## src/rtl/traffic_pkg.sv

```systemverilog
// Shared definitions for the Night Mode blink path: monitor state encoding,
// fault codes and the nominal blink timing shared with blink_generator.
package traffic_pkg;

    typedef enum logic [2:0] {
        ST_IDLE    = 3'd0,
        ST_SYNC    = 3'd1,
        ST_MEASURE = 3'd2,
        ST_LOCKED  = 3'd3,
        ST_FAULT   = 3'd4
    } mon_state_t;

    localparam logic [1:0] FC_NONE        = 2'b00;
    localparam logic [1:0] FC_SHORT       = 2'b01;
    localparam logic [1:0] FC_LONG        = 2'b10;
    localparam logic [1:0] FC_IDLE_ACTIVE = 2'b11;

    localparam int DEF_HALF_PERIOD_TICKS = 25_000_000;
    localparam int DEF_TOL_TICKS         = 1_250_000;
    localparam int DEF_LOCK_HALVES       = 4;
    localparam int DEF_CNT_W             = 26;

endpackage

```

## src/rtl/edge_interval_counter.sv

```systemverilog
// Edge detector on blink_in plus a saturating counter of cycles since the
// last edge; interval is the live count, meaningful in the cycle blink_edge is high.
module edge_interval_counter #(
    parameter int CNT_W = 26
) (
    input  logic             clk,
    input  logic             reset,
    input  logic             clear,
    input  logic             blink_in,
    output logic             blink_edge,
    output logic             blink_rise,
    output logic [CNT_W-1:0] interval
);

    logic             blink_q;
    logic [CNT_W-1:0] cnt;

    assign blink_edge = blink_in != blink_q;
    assign blink_rise = blink_in & ~blink_q;
    assign interval   = cnt;

    always_ff @(posedge clk) begin
        if (reset) begin
            blink_q <= 1'b0;
            cnt     <= '0;
        end else begin
            blink_q <= blink_in;
            if (clear) begin
                cnt <= '0;
            end else if (blink_edge) begin
                cnt <= CNT_W'(1);
            end else if (cnt != '1) begin
                cnt <= cnt + 1'b1;
            end
        end
    end

endmodule

```

## src/rtl/blink_monitor.sv

```systemverilog
// Lamp-health checker: verifies the flashing-yellow drive toggles at the nominal
// half-period and latches a coded fault when it is too fast, stuck or active while disabled.
module blink_monitor
    import traffic_pkg::*;
#(
    parameter int HALF_PERIOD_TICKS = DEF_HALF_PERIOD_TICKS,
    parameter int TOL_TICKS         = DEF_TOL_TICKS,
    parameter int LOCK_HALVES       = DEF_LOCK_HALVES,
    parameter int CNT_W             = DEF_CNT_W
) (
    input  logic             clk,
    input  logic             reset,
    input  logic             enable,
    input  logic             blink_in,
    input  logic             clr_fault,
    output logic             locked,
    output logic             fault,
    output logic [1:0]       fault_code,
    output logic [CNT_W-1:0] half_period,
    output mon_state_t       state_dbg
);

    localparam int LO_INT = (HALF_PERIOD_TICKS > TOL_TICKS) ? HALF_PERIOD_TICKS - TOL_TICKS : 0;
    localparam logic [CNT_W:0] WIN_LO = (CNT_W + 1)'(LO_INT);
    localparam logic [CNT_W:0] WIN_HI = (CNT_W + 1)'(HALF_PERIOD_TICKS + TOL_TICKS);
    localparam int GOOD_W = $clog2(LOCK_HALVES + 1);
    localparam logic [GOOD_W-1:0] GOOD_LAST = GOOD_W'(LOCK_HALVES - 1);

    // The counter must be able to reach the timeout value before it saturates.
    if (64'(HALF_PERIOD_TICKS) + 64'(TOL_TICKS) + 64'd1 > (64'd1 << CNT_W) - 64'd1) begin : g_cnt_w_check
        $error("CNT_W too narrow for HALF_PERIOD_TICKS+TOL_TICKS+1");
    end

    mon_state_t        state, state_n;
    logic [1:0]        code_n;
    logic [GOOD_W-1:0] good_cnt, good_n;
    logic [CNT_W-1:0]  hp_n;
    logic [1:0]        hi_cnt;
    logic              cnt_clear, blink_edge, blink_rise;
    logic [CNT_W-1:0]  interval;
    logic [CNT_W:0]    interval_x;
    logic              too_short, timeout, idle_active;

    assign cnt_clear   = (state == ST_IDLE && !enable) || state == ST_FAULT;
    assign interval_x  = {1'b0, interval};
    assign too_short   = interval_x < WIN_LO;
    assign timeout     = interval_x > WIN_HI;
    assign idle_active = blink_in && hi_cnt == 2'd2;
    assign state_dbg   = state;

    edge_interval_counter #(.CNT_W(CNT_W)) u_cnt (
        .clk        (clk),
        .reset      (reset),
        .clear      (cnt_clear),
        .blink_in   (blink_in),
        .blink_edge (blink_edge),
        .blink_rise (blink_rise),
        .interval   (interval)
    );

    always_comb begin
        state_n = state;
        code_n  = fault_code;
        good_n  = '0;
        hp_n    = half_period;
        case (state)
            ST_IDLE: begin
                if (enable) begin
                    state_n = ST_SYNC;
                end else if (idle_active) begin
                    state_n = ST_FAULT;
                    code_n  = FC_IDLE_ACTIVE;
                end
            end
            ST_SYNC: begin
                if (timeout) begin
                    state_n = ST_FAULT;
                    code_n  = FC_LONG;
                end else if (!enable) begin
                    state_n = ST_IDLE;
                end else if (blink_rise) begin
                    state_n = ST_MEASURE;
                end
            end
            ST_MEASURE, ST_LOCKED: begin
                if (state == ST_MEASURE) good_n = good_cnt;
                if (blink_edge) hp_n = interval;
                // Fault detection outranks enable falling in the same cycle.
                if (blink_edge && too_short) begin
                    state_n = ST_FAULT;
                    code_n  = FC_SHORT;
                end else if (timeout) begin
                    state_n = ST_FAULT;
                    code_n  = FC_LONG;
                end else if (!enable) begin
                    state_n = ST_IDLE;
                    good_n  = '0;
                end else if (blink_edge && state == ST_MEASURE) begin
                    if (good_cnt == GOOD_LAST) state_n = ST_LOCKED;
                    else good_n = good_cnt + 1'b1;
                end
            end
            ST_FAULT: begin
                if (clr_fault) begin
                    state_n = ST_IDLE;
                    code_n  = FC_NONE;
                end
            end
            default: begin
                state_n = ST_IDLE;
                code_n  = FC_NONE;
            end
        endcase
    end

    always_ff @(posedge clk) begin
        if (reset) begin
            state       <= ST_IDLE;
            good_cnt    <= '0;
            hi_cnt      <= '0;
            locked      <= 1'b0;
            fault       <= 1'b0;
            fault_code  <= FC_NONE;
            half_period <= '0;
        end else begin
            state       <= state_n;
            good_cnt    <= good_n;
            locked      <= state_n == ST_LOCKED;
            fault       <= state_n == ST_FAULT;
            fault_code  <= code_n;
            half_period <= hp_n;
            // Consecutive high samples while disabled; the first two are release-lag grace.
            if (state == ST_IDLE && !enable && blink_in)
                hi_cnt <= (hi_cnt == 2'd2) ? 2'd2 : hi_cnt + 2'd1;
            else
                hi_cnt <= '0;
        end
    end

endmodule
```

## config.mk

```make
export PLATFORM = sky130hd
export DESIGN_NAME = blink_monitor
export DESIGN_NICKNAME = d
export VERILOG_FILES = /design/src/rtl/traffic_pkg.sv /design/src/rtl/edge_interval_counter.sv /design/src/rtl/blink_monitor.sv
export SDC_FILE = /design/constraint.sdc
export NUM_CORES = 1
export LEC_CHECK = 0
export ABC_CLOCK_PERIOD_IN_PS = 2700
export CAP_MARGIN = 20
export CORE_ASPECT_RATIO = 0.8
export CORE_MARGIN = 1.5
export CORE_UTILIZATION = 35
export DETAILED_ROUTE_END_ITERATION = 8
export PLACE_DENSITY = 0.61
export SYNTH_ARGS = -nofsm -noshare
export SYNTH_HDL_FRONTEND = slang
export SYNTH_SLANG_ARGS = --single-unit
```

## constraint.sdc

```tcl
create_clock -name clk -period 2.7 [get_ports clk]
set_input_delay 0.405 -clock clk [delete_from_list [all_inputs] [get_ports clk]]
set_output_delay 0.405 -clock clk [all_outputs]
set_load 0.01 [all_outputs]
```

* After elaboration in Yosys (flattened, before gate mapping) *
Index checks and enable logic that the tools add are counted.

storage, ports and cells
  register bits after elaboration = 65
  input port bits = 5
  output and inout port bits = 33
  word-level logic and storage cells = 77

operators by class
  add/sub/neg operators = 3
  order comparisons = 2
  eq/ne operators = 13
  muxes and demuxes = 27
  bitwise logic cells = 4
  reductions and logical operators = 17

operators with widths
  cell                   count
  $mux 3                 17
  $add 26x1->26 const B  1
  $gt 26x25->1 const B   1
  $lt 26x25->1 const B   1
  $ne 26x26->1 const B   1
  $eq 3x2->1 const B     4
  $mux 2                 6
  $pmux 3 s4             1
  $pmux 2 s4             1
  $reduce_or 2->1        4
  $eq 3x3->1 const B     2
  $ne 2x2->1 const B     3
  $reduce_or 3->1        2
  $logic_and 1x1->1      5
  $add 3x1->3 const B    1
  $eq 3x1->1 const B     1
  $logic_not 3->1        1
  $not 1->1              3
  $reduce_and 3->1       1
  $add 2x1->2 const B    1
  $eq 2x2->1 const B     1
  $mux 1                 2
  $reduce_and 2->1       1
  $reduce_bool 2->1      1
  4 further kinds        4

* Longest topological paths before layout *
Gate-level depths: netlist of run 1.

  word-level depth = 8
  mapped depth = 9
  depth with buffers taken out = 7

* Cells and area by module *
From an unflattened synthesis of run 1, not the netlist that was laid out.

second synthesis, totals
  cell total of the unflattened synthesis = 403
  area, all modules = 3235.6 um^2

by module, submodules not included
  module                 times used  cells each  area each (um^2)  seq. area each (um^2)
  blink_monitor          1           222         1727.9            760.7
  edge_interval_counter  1           181         1507.7            540.5

* Worst setup path after synthesis of run 1 *
Ideal clock, no wire load.

  path type = reg-to-reg
  from = register u_cnt.cnt[6], in the netlist u_cnt.interval[6]
  to = register good_cnt[1]
  library setup time = 60 ps
  arrival = 2233 ps
  data required time = 2640 ps
  path slack = 406 ps
  cell stages (with the launch flop) = 9
  path buffers = 2
  clock period less this slack = 2294 ps
  cell sequence = dfxtp_1 > buf_6 > or4_4 > nor2_1 > or4b_1 > o211a_1 > buf_6 > or4_1 > nand2_1

on the way
  longest elaborated chain between the ends = 3
  elaborated cells on any way between the ends = 5
  classes of those cells = order compare (2); mux (2); reduce/logical (1)

RTL lines
  what                                                 RTL line                                  RTL
  start, declared                                      edge_interval_counter.sv:16               logic [CNT_W-1:0] cnt;
  start signal, assigned                               edge_interval_counter.sv:33               cnt <= cnt + 1'b1;
  $gt 26x25->1 / $lt 26x25->1 (equally long branches)  blink_monitor.sv:47, blink_monitor.sv:46
  $mux 3 / $logic_and 1x1->1 (equally long branches)   blink_monitor.sv:92, blink_monitor.sv:89
  $mux 3 (*)                                           blink_monitor.sv:89                       if (blink_edge && too_short) begin
  end signal, assigned                                 blink_monitor.sv:127                      good_cnt <= good_n;
  end, declared                                        blink_monitor.sv:36                       logic [GOOD_W-1:0] good_cnt, good_n;

Every way passes the cells marked *; elsewhere a longest branch is shown, timed or not.
A chain may end at the register's enable or synchronous reset.

* Worst setup path in the final report of run 1 *
  from = register u_cnt.cnt[10], in the netlist u_cnt.interval[10]
  to = register good_cnt[0]

The elaborated chain is that of the path after synthesis.

==> impl_metrics.py, run 1 <==
metrics = {
    "timing": {
        "slew_headroom_pct": 25.1,
        "finalHoldViolCount": 0,
        "post-route-period-util_pct": 90.7,
        "fin_setup_tns_ns": 0,
        "maxSlewViolCount": 0,
        "tightest_slew_ns": 1.12,
        "fin_crit_ns": 2.45,
        "finalClockSkew_ns": 0.00589,
        "grt_setup_unrepaired": "false",
        "timing.fmax_mhz": 409,
        "setup_viol": 0,
    },
    "worst_setup_path": {
        "crit_path_start_kind": "flip-flop",
        "crit_chain": "or4_4, nor2_1, or4b_1, o211a_1, or4_1, a31oi_1",
        "end_kind": "flip-flop",
        "required_ns": 2.97,
        "crit_arrival_ns": 2.71,
        "path_max_fanout": 8,
        "cp_slowest_stage_delay_ns": 0.55,
        "crit_slowest_cell": "or4_4",
        "crit_type": "reg2reg",
    },
    "synthesis": {
        "syn_nets": 396,
        "synth_area_leader_cell": "dfxtp_1",
        "yosysTopAreaCellShare_pct": 42.3,
        "ys_top_cells_by_area": "dfxtp_1 42%, nand2_1 8.8%, a21oi_1 5.2%",
        "synth_edf_count": 0,
        "ys.flop_type": "dfxtp_1",
        "async_flop_share_pct": 0,
        "synth_cell_types": 54,
        "avgSynthCellArea_um2": 7.97,
        "yosys_warnings": 0,
        "ys_seq_area_share_pct": 42.3,
        "yosys_register_bits": 65,
        "syn-instance-count": 386,
        "synthesis.area_um2": 3080,
    },
    "final_layout": {
        "layout_common_cells": "72 x nand2_1, 65 x dfxtp_1, 39 x nor2_1, 37 x clkdlybuf4s50_1, 32 x a21oi_1",
        "stdcell_count": 528,
        "fin_nets": 424,
        "fill_cells": 896,
        "multi_input_area_um2": 1550,
        "fin_area_um2": 3640,
        "drive_above_1_share_pct": 7.69,
        "post-route-util_pct": 42.7,
        "areaGrowthSynthToFinish_pct": 18.3,
        "final_common_cell": "nand2_1",
        "diodes": 0,
        "register_area_um2": 1300,
    },
    "die": {
        "coreArea_um2": 8520,
        "die_x_um": 108,
        "die_area_um2": 9370,
        "dieHeight_um": 86.9,
        "start_util_pct": 36.1,
        "io_pins": 38,
        "placementRows": 30,
    },
    "detailed_routing": {
        "drc_errors": 0,
        "routed_via_density": 5.18,
        "wl_per_cell_um": 13.7,
        "drt_wl_total_um": 7260,
        "drt_iter0_drc": 124,
        "vias": 2733,
        "ant_nets": 0,
        "drt_first_pass_iters": 4,
    },
    "min_path": {
        "hold_path_class": "reg2reg",
    },
    "clock_network": {
        "cts.sinks": 65,
        "cts_buffers": 9,
        "htree_num_levels": 3,
        "cts_setup_buffers": 0,
        "clock_latency_ns": 0.34,
        "ctsResizeCount": 0,
        "clock_path_buffers": 2,
        "root_buffer": "clkbuf_8",
        "postCtsHoldBufs": 0,
        "path_clk_slew_ns": 0.06,
        "cts_tree": "done",
    },
    "power_and_ir_drop": {
        "total_power_mw": 1.75,
        "power_density_nw_per_um2": 481,
        "p_leak_nw": 1.21,
        "peakVddDrop_mv": 0.230,
    },
    "placement": {
        "place.gp.congestion": 0.849,
        "dp_cells": 515,
        "hpwlAfterDp_um": 5170,
        "place.port_buffers": 37,
        "placed_area_um2": 3490,
    },
    "grt": {
        "grt_overflow": 0,
        "antenna_found_initial": 0,
        "grt_pass1_wl_um": 12200,
        "gr-usage-all-layers_pct": 16.6,
        "grt_pass1_vias": 2582,
        "grt_start_max_net_pins": 27,
    },
    "flow_run": {
        "drv_cap": 0,
    },
    "outcome": {
        "status": "finished, final reports clean",
    },
}
[synthesized netlist by cell type (all sizes together), types with 3 or more instances]
library cell   n
nand2         72
dfxtp         65
nor2          39
a21oi         32
clkbuf        26
nand3         14
inv           13
o21ai         12
xor2          12
nand4         11
nor3          10
nor4           7
or3            7
xnor2          6
ha             5
or4            5
and4           4
nand2b         4
and2           3
mux2i          3
[cells by family (layout without fill, tap and decap cells)]
kind of cell | count (synthesis) | count (layout) | synth area share (%)
adders and majority gates | 5 | 5 | 2.03
and+or+nand+nor | 182 | 182 | 28.1
DFF | 65 | 65 | 42.3
muxes | 4 | 4 | 1.34
AOI/OAI and AO/OA | 69 | 69 | 13.9
xor gates and xnor gates | 18 | 18 | 5.12
buffers and inverters | 43 | 73 | 7.24
[sequential cells by signal, indices dropped and copies added, names as in the netlist]
register and cells:
good_cnt 3, fault 1, hi_cnt 2, u_cnt.interval 26
half_period 26, locked 1, fault_code 2, u_cnt.blink_q 1
state_dbg 3
[final timing paths]
path	startpoint	end	slack, ns	depth (start not counted)
hold reg to reg	hi_cnt[0]	hi_cnt[0]	0.42	1
hold / removal	hi_cnt[0]	hi_cnt[0]	0.42	1
setup / recovery	u_cnt.interval[10]	good_cnt[0]	0.25	6
setup reg to reg	u_cnt.interval[10]	good_cnt[0]	0.25	6
[metrics by stage]
stage               hold WS, ns  setup slack (ns)
floorplan                 0.400             0.406
global placement          0.407             0.308
detailed placement        0.415             0.250
CTS                       0.424             0.233
global route              0.436             0.101
finish                    0.420             0.252
[cell type report]
class	count	share of cell area (%)
clock inverter	1	0.138
inverter	13	1.34
multi-input combinational	278	42.7
tap	112	3.85
sequential	65	35.8
clock buffer	12	3.99
timing repair buffer	47	12.2
[routing by layer]
| layer | vias up | track usage, % | wire length [µm] |
|---|---|---|---|
| met5 | - | 0 | 0 |
| met1 | 1286 | 22.5 | 3590 |
| li1 | 1380 | - | - |
| met4 | 0 | 5.86 | 98 |
| met3 | 10 | 4.34 | 329 |
| met2 | 57 | 25.7 | 3240 |
[critical path: cells and delay by family, from the launching register on]
family             cells  cell delay (ns)
and+or+nand+nor        4             1.65
DFF                    1             0.37
AOI/OAI and AO/OA      2             0.35
[power breakdown]
| group | switching, mW | total [mW] | internal, mW |
|---|---|---|---|
| clock network | 0.341 | 0.683 | 0.342 |
| logic | 0.0542 | 0.0925 | 0.0383 |
| registers | 0.00872 | 0.976 | 0.967 |
(Power assumes the default switching activity.)
==> run 2: changes to the inputs <==
--- a/config.mk
+++ b/config.mk
@@ -5,7 +5,6 @@
 export SDC_FILE = /design/constraint.sdc
 export NUM_CORES = 1
 export LEC_CHECK = 0
-export ABC_CLOCK_PERIOD_IN_PS = 2700
 export CAP_MARGIN = 20
 export CORE_ASPECT_RATIO = 0.8
 export CORE_MARGIN = 1.5
==> results of run 2 <==
Final layout, timing and power as in run 1 (identical DEF).
==> run 3: changes to the inputs <==
--- a/config.mk
+++ b/config.mk
@@ -6,11 +6,13 @@
 export NUM_CORES = 1
 export LEC_CHECK = 0
 export CAP_MARGIN = 20
+export CELL_PAD_IN_SITES_DETAIL_PLACEMENT = 1
+export CELL_PAD_IN_SITES_GLOBAL_PLACEMENT = 1
 export CORE_ASPECT_RATIO = 0.8
 export CORE_MARGIN = 1.5
 export CORE_UTILIZATION = 35
 export DETAILED_ROUTE_END_ITERATION = 8
-export PLACE_DENSITY = 0.61
+export PLACE_DENSITY = 0.75
 export SYNTH_ARGS = -nofsm -noshare
 export SYNTH_HDL_FRONTEND = slang
 export SYNTH_SLANG_ARGS = --single-unit
==> impl_metrics.py, run 3 (synthesis gave the netlist of run 1 again) <==
metrics = {
    "clock_network": {
        "cts_buffers": 9,
        "cts_tree": "done",
        "ctsResizeCount": 0,
        "path_clk_slew_ns": 0.08,
        "clock_path_buffers": 2,
        "cts.sinks": 65,
        "clock_latency_ns": 0.35,
        "cts_setup_buffers": 0,
        "root_buffer": "clkbuf_8",
        "postCtsHoldBufs": 0,
        "htree_num_levels": 3,
    },
    "worst_setup_path": {
        "r2r_setup_slack_ns": 0.26,
        "r2r_start": "u_cnt.interval[18]",
        "crit_type": "reg2reg",
        "reg2regPathDepth": 6,
        "crit_slowest_cell": "or4b_1",
        "cp_slowest_stage_delay_ns": 0.55,
        "path_max_fanout": 7,
        "end_kind": "flip-flop",
        "crit_chain": "nor4_1, nand4_1, or4b_1, o211a_1, or4_1, a31oi_1",
        "required_ns": 2.98,
        "reg2reg_to": "good_cnt[0]",
        "critical-path-top-delay-family": "simple AND/OR/NAND/NOR gates",
        "crit_arrival_ns": 2.72,
        "crit_path_start_kind": "flip-flop",
        "startpoint": "u_cnt.interval[18]",
        "path_buf_inv": 0,
    },
    "detailed_routing": {
        "wl_per_cell_um": 15.4,
        "ant_nets": 0,
        "drc_errors": 0,
        "drt_first_pass_iters": 4,
        "drt_wl_total_um": 8190,
        "drt_iter0_drc": 95,
        "routed_via_density": 5.28,
        "vias": 2802,
    },
    "grt": {
        "gr-usage-all-layers_pct": 19.1,
        "antenna_found_initial": 0,
        "grt_pass1_wl_um": 14100,
        "grt_start_max_net_pins": 27,
        "grt_pass1_vias": 2841,
        "grt_overflow": 0,
    },
    "die": {
        "coreArea_um2": 8520,
        "start_util_pct": 36.1,
        "die_area_um2": 9370,
        "io_pins": 38,
        "die_x_um": 108,
        "dieHeight_um": 86.9,
        "placementRows": 30,
    },
    "placement": {
        "hpwlAfterDp_um": 5960,
        "place.port_buffers": 37,
        "dp_cells": 516,
        "place.gp.congestion": 0.849,
    },
    "power_and_ir_drop": {
        "peakVddDrop_mv": 0.261,
        "internal_power_mw": 1.47,
        "p_switching_mw": 0.431,
        "power_frac_comb_pct": 5.0,
        "pwr-share-clk_pct": 43.8,
        "swShare_pct": 22.6,
        "total_power_mw": 1.91,
        "power_density_nw_per_um2": 516,
        "seqPwrFrac_pct": 51.2,
        "p_leak_nw": 1.24,
    },
    "timing": {
        "post-route-period-util_pct": 90.4,
        "slew_headroom_pct": 32.6,
        "fin_setup_tns_ns": 0,
        "finalHoldViolCount": 0,
        "maxSlewViolCount": 0,
        "fin_crit_ns": 2.44,
        "setup_viol": 0,
        "timing.hold.ws_ns": 0.424,
        "timing.fmax_mhz": 410,
        "grt_setup_unrepaired": "false",
        "finalClockSkew_ns": 0.0138,
        "tightest_slew_ns": 1.01,
    },
    "final_layout": {
        "layout_common_cells": "72 x nand2_1, 65 x dfxtp_1, 39 x nor2_1, 37 x clkdlybuf4s50_1, 32 x a21oi_1",
        "fill_cells": 1055,
        "drive_above_1_share_pct": 8.59,
        "diodes": 0,
        "final_common_cell": "nand2_1",
        "stdcell_count": 531,
        "fin_nets": 425,
        "areaGrowthSynthToFinish_pct": 20.0,
    },
    "min_path": {
        "hold_path_class": "reg2reg",
        "worstHoldStart": "hi_cnt[0]",
        "whs_path_depth": 1,
        "hold_end": "hi_cnt[0]",
    },
    "flow_run": {
        "drv_cap": 0,
    },
    "outcome": {
        "status": "finished, final reports clean",
    },
}
==> run 3: cell types whose count changed in the layout (fill, tap and decap cells not counted) <==
cell	before	now
buf_4	10	11
bufinv_16	0	1
clkbuf_1	2	1
clkbuf_8	10	11
clkinv_2	1	2
==> run 3: metal layers <==
metal | up-vias | GRT usage, % | part of all wire, %
li1 | 1384 | - | -
met1 | 1366 | 25.1 | 50
met2 | 36 | 30.9 | 45
met3 | 16 | 4.41 | 3.1
met4 | 0 | 7.18 | 1.7
met5 | - | 0 | 0
==> run 3: power groups by stage <==
stage	logic [mW]	clock network (mW)	registers, mW
finish	0.0944	0.835	0.976
global route	0.104	0.905	0.976
global placement	0.0917	0	0.997
CTS	0.0950	0.852	0.976
detailed placement	0.0947	0	0.997
floorplan	0.0562	0	0.995
==> run 3: worst max path at each step <==
stage	depth (start not counted)	to	slack (ns)
after floorplan	8	good_cnt[1]	0.41
after detailed placement	6	fault_code[1]	0.25
after global placement	6	fault_code[1]	0.31
after global routing	6	good_cnt[0]	0.12
after CTS	6	good_cnt[0]	0.25
final	6	good_cnt[0]	0.26
==> run 3: worst reg2reg max path: stages, from the launching register on <==
cell and delay (ns):
dfxtp_1 0.38, nor4_1 0.36, nand4_1 0.18, or4b_1 0.55, o211a_1 0.18, or4_1 0.53, a31oi_1 0.20
==> run 3: cell type report <==
class	count	area, µm²	area share, %
clock buffer	12	155	4.20
clock inverter	3	40.0	1.08
inverter	13	48.8	1.32
multi-input combinational	278	1550	42.1
sequential	65	1300	35.3
tap	112	140	3.80
timing repair buffer	48	453	12.3
==> run 3: through the flow <==
stage | instance area (µm²) | utilization [%] | setup WS, ns
2_1_floorplan | 3080 | - | 0.406
3_3_place_gp | 3500 | 41.0 | 0.314
3_5_place_dp | 3500 | 41.0 | 0.249
4_1_cts | 3690 | 43.3 | 0.247
5_1_grt | 3690 | 43.3 | 0.124
6_report | 3690 | 43.3 | 0.259
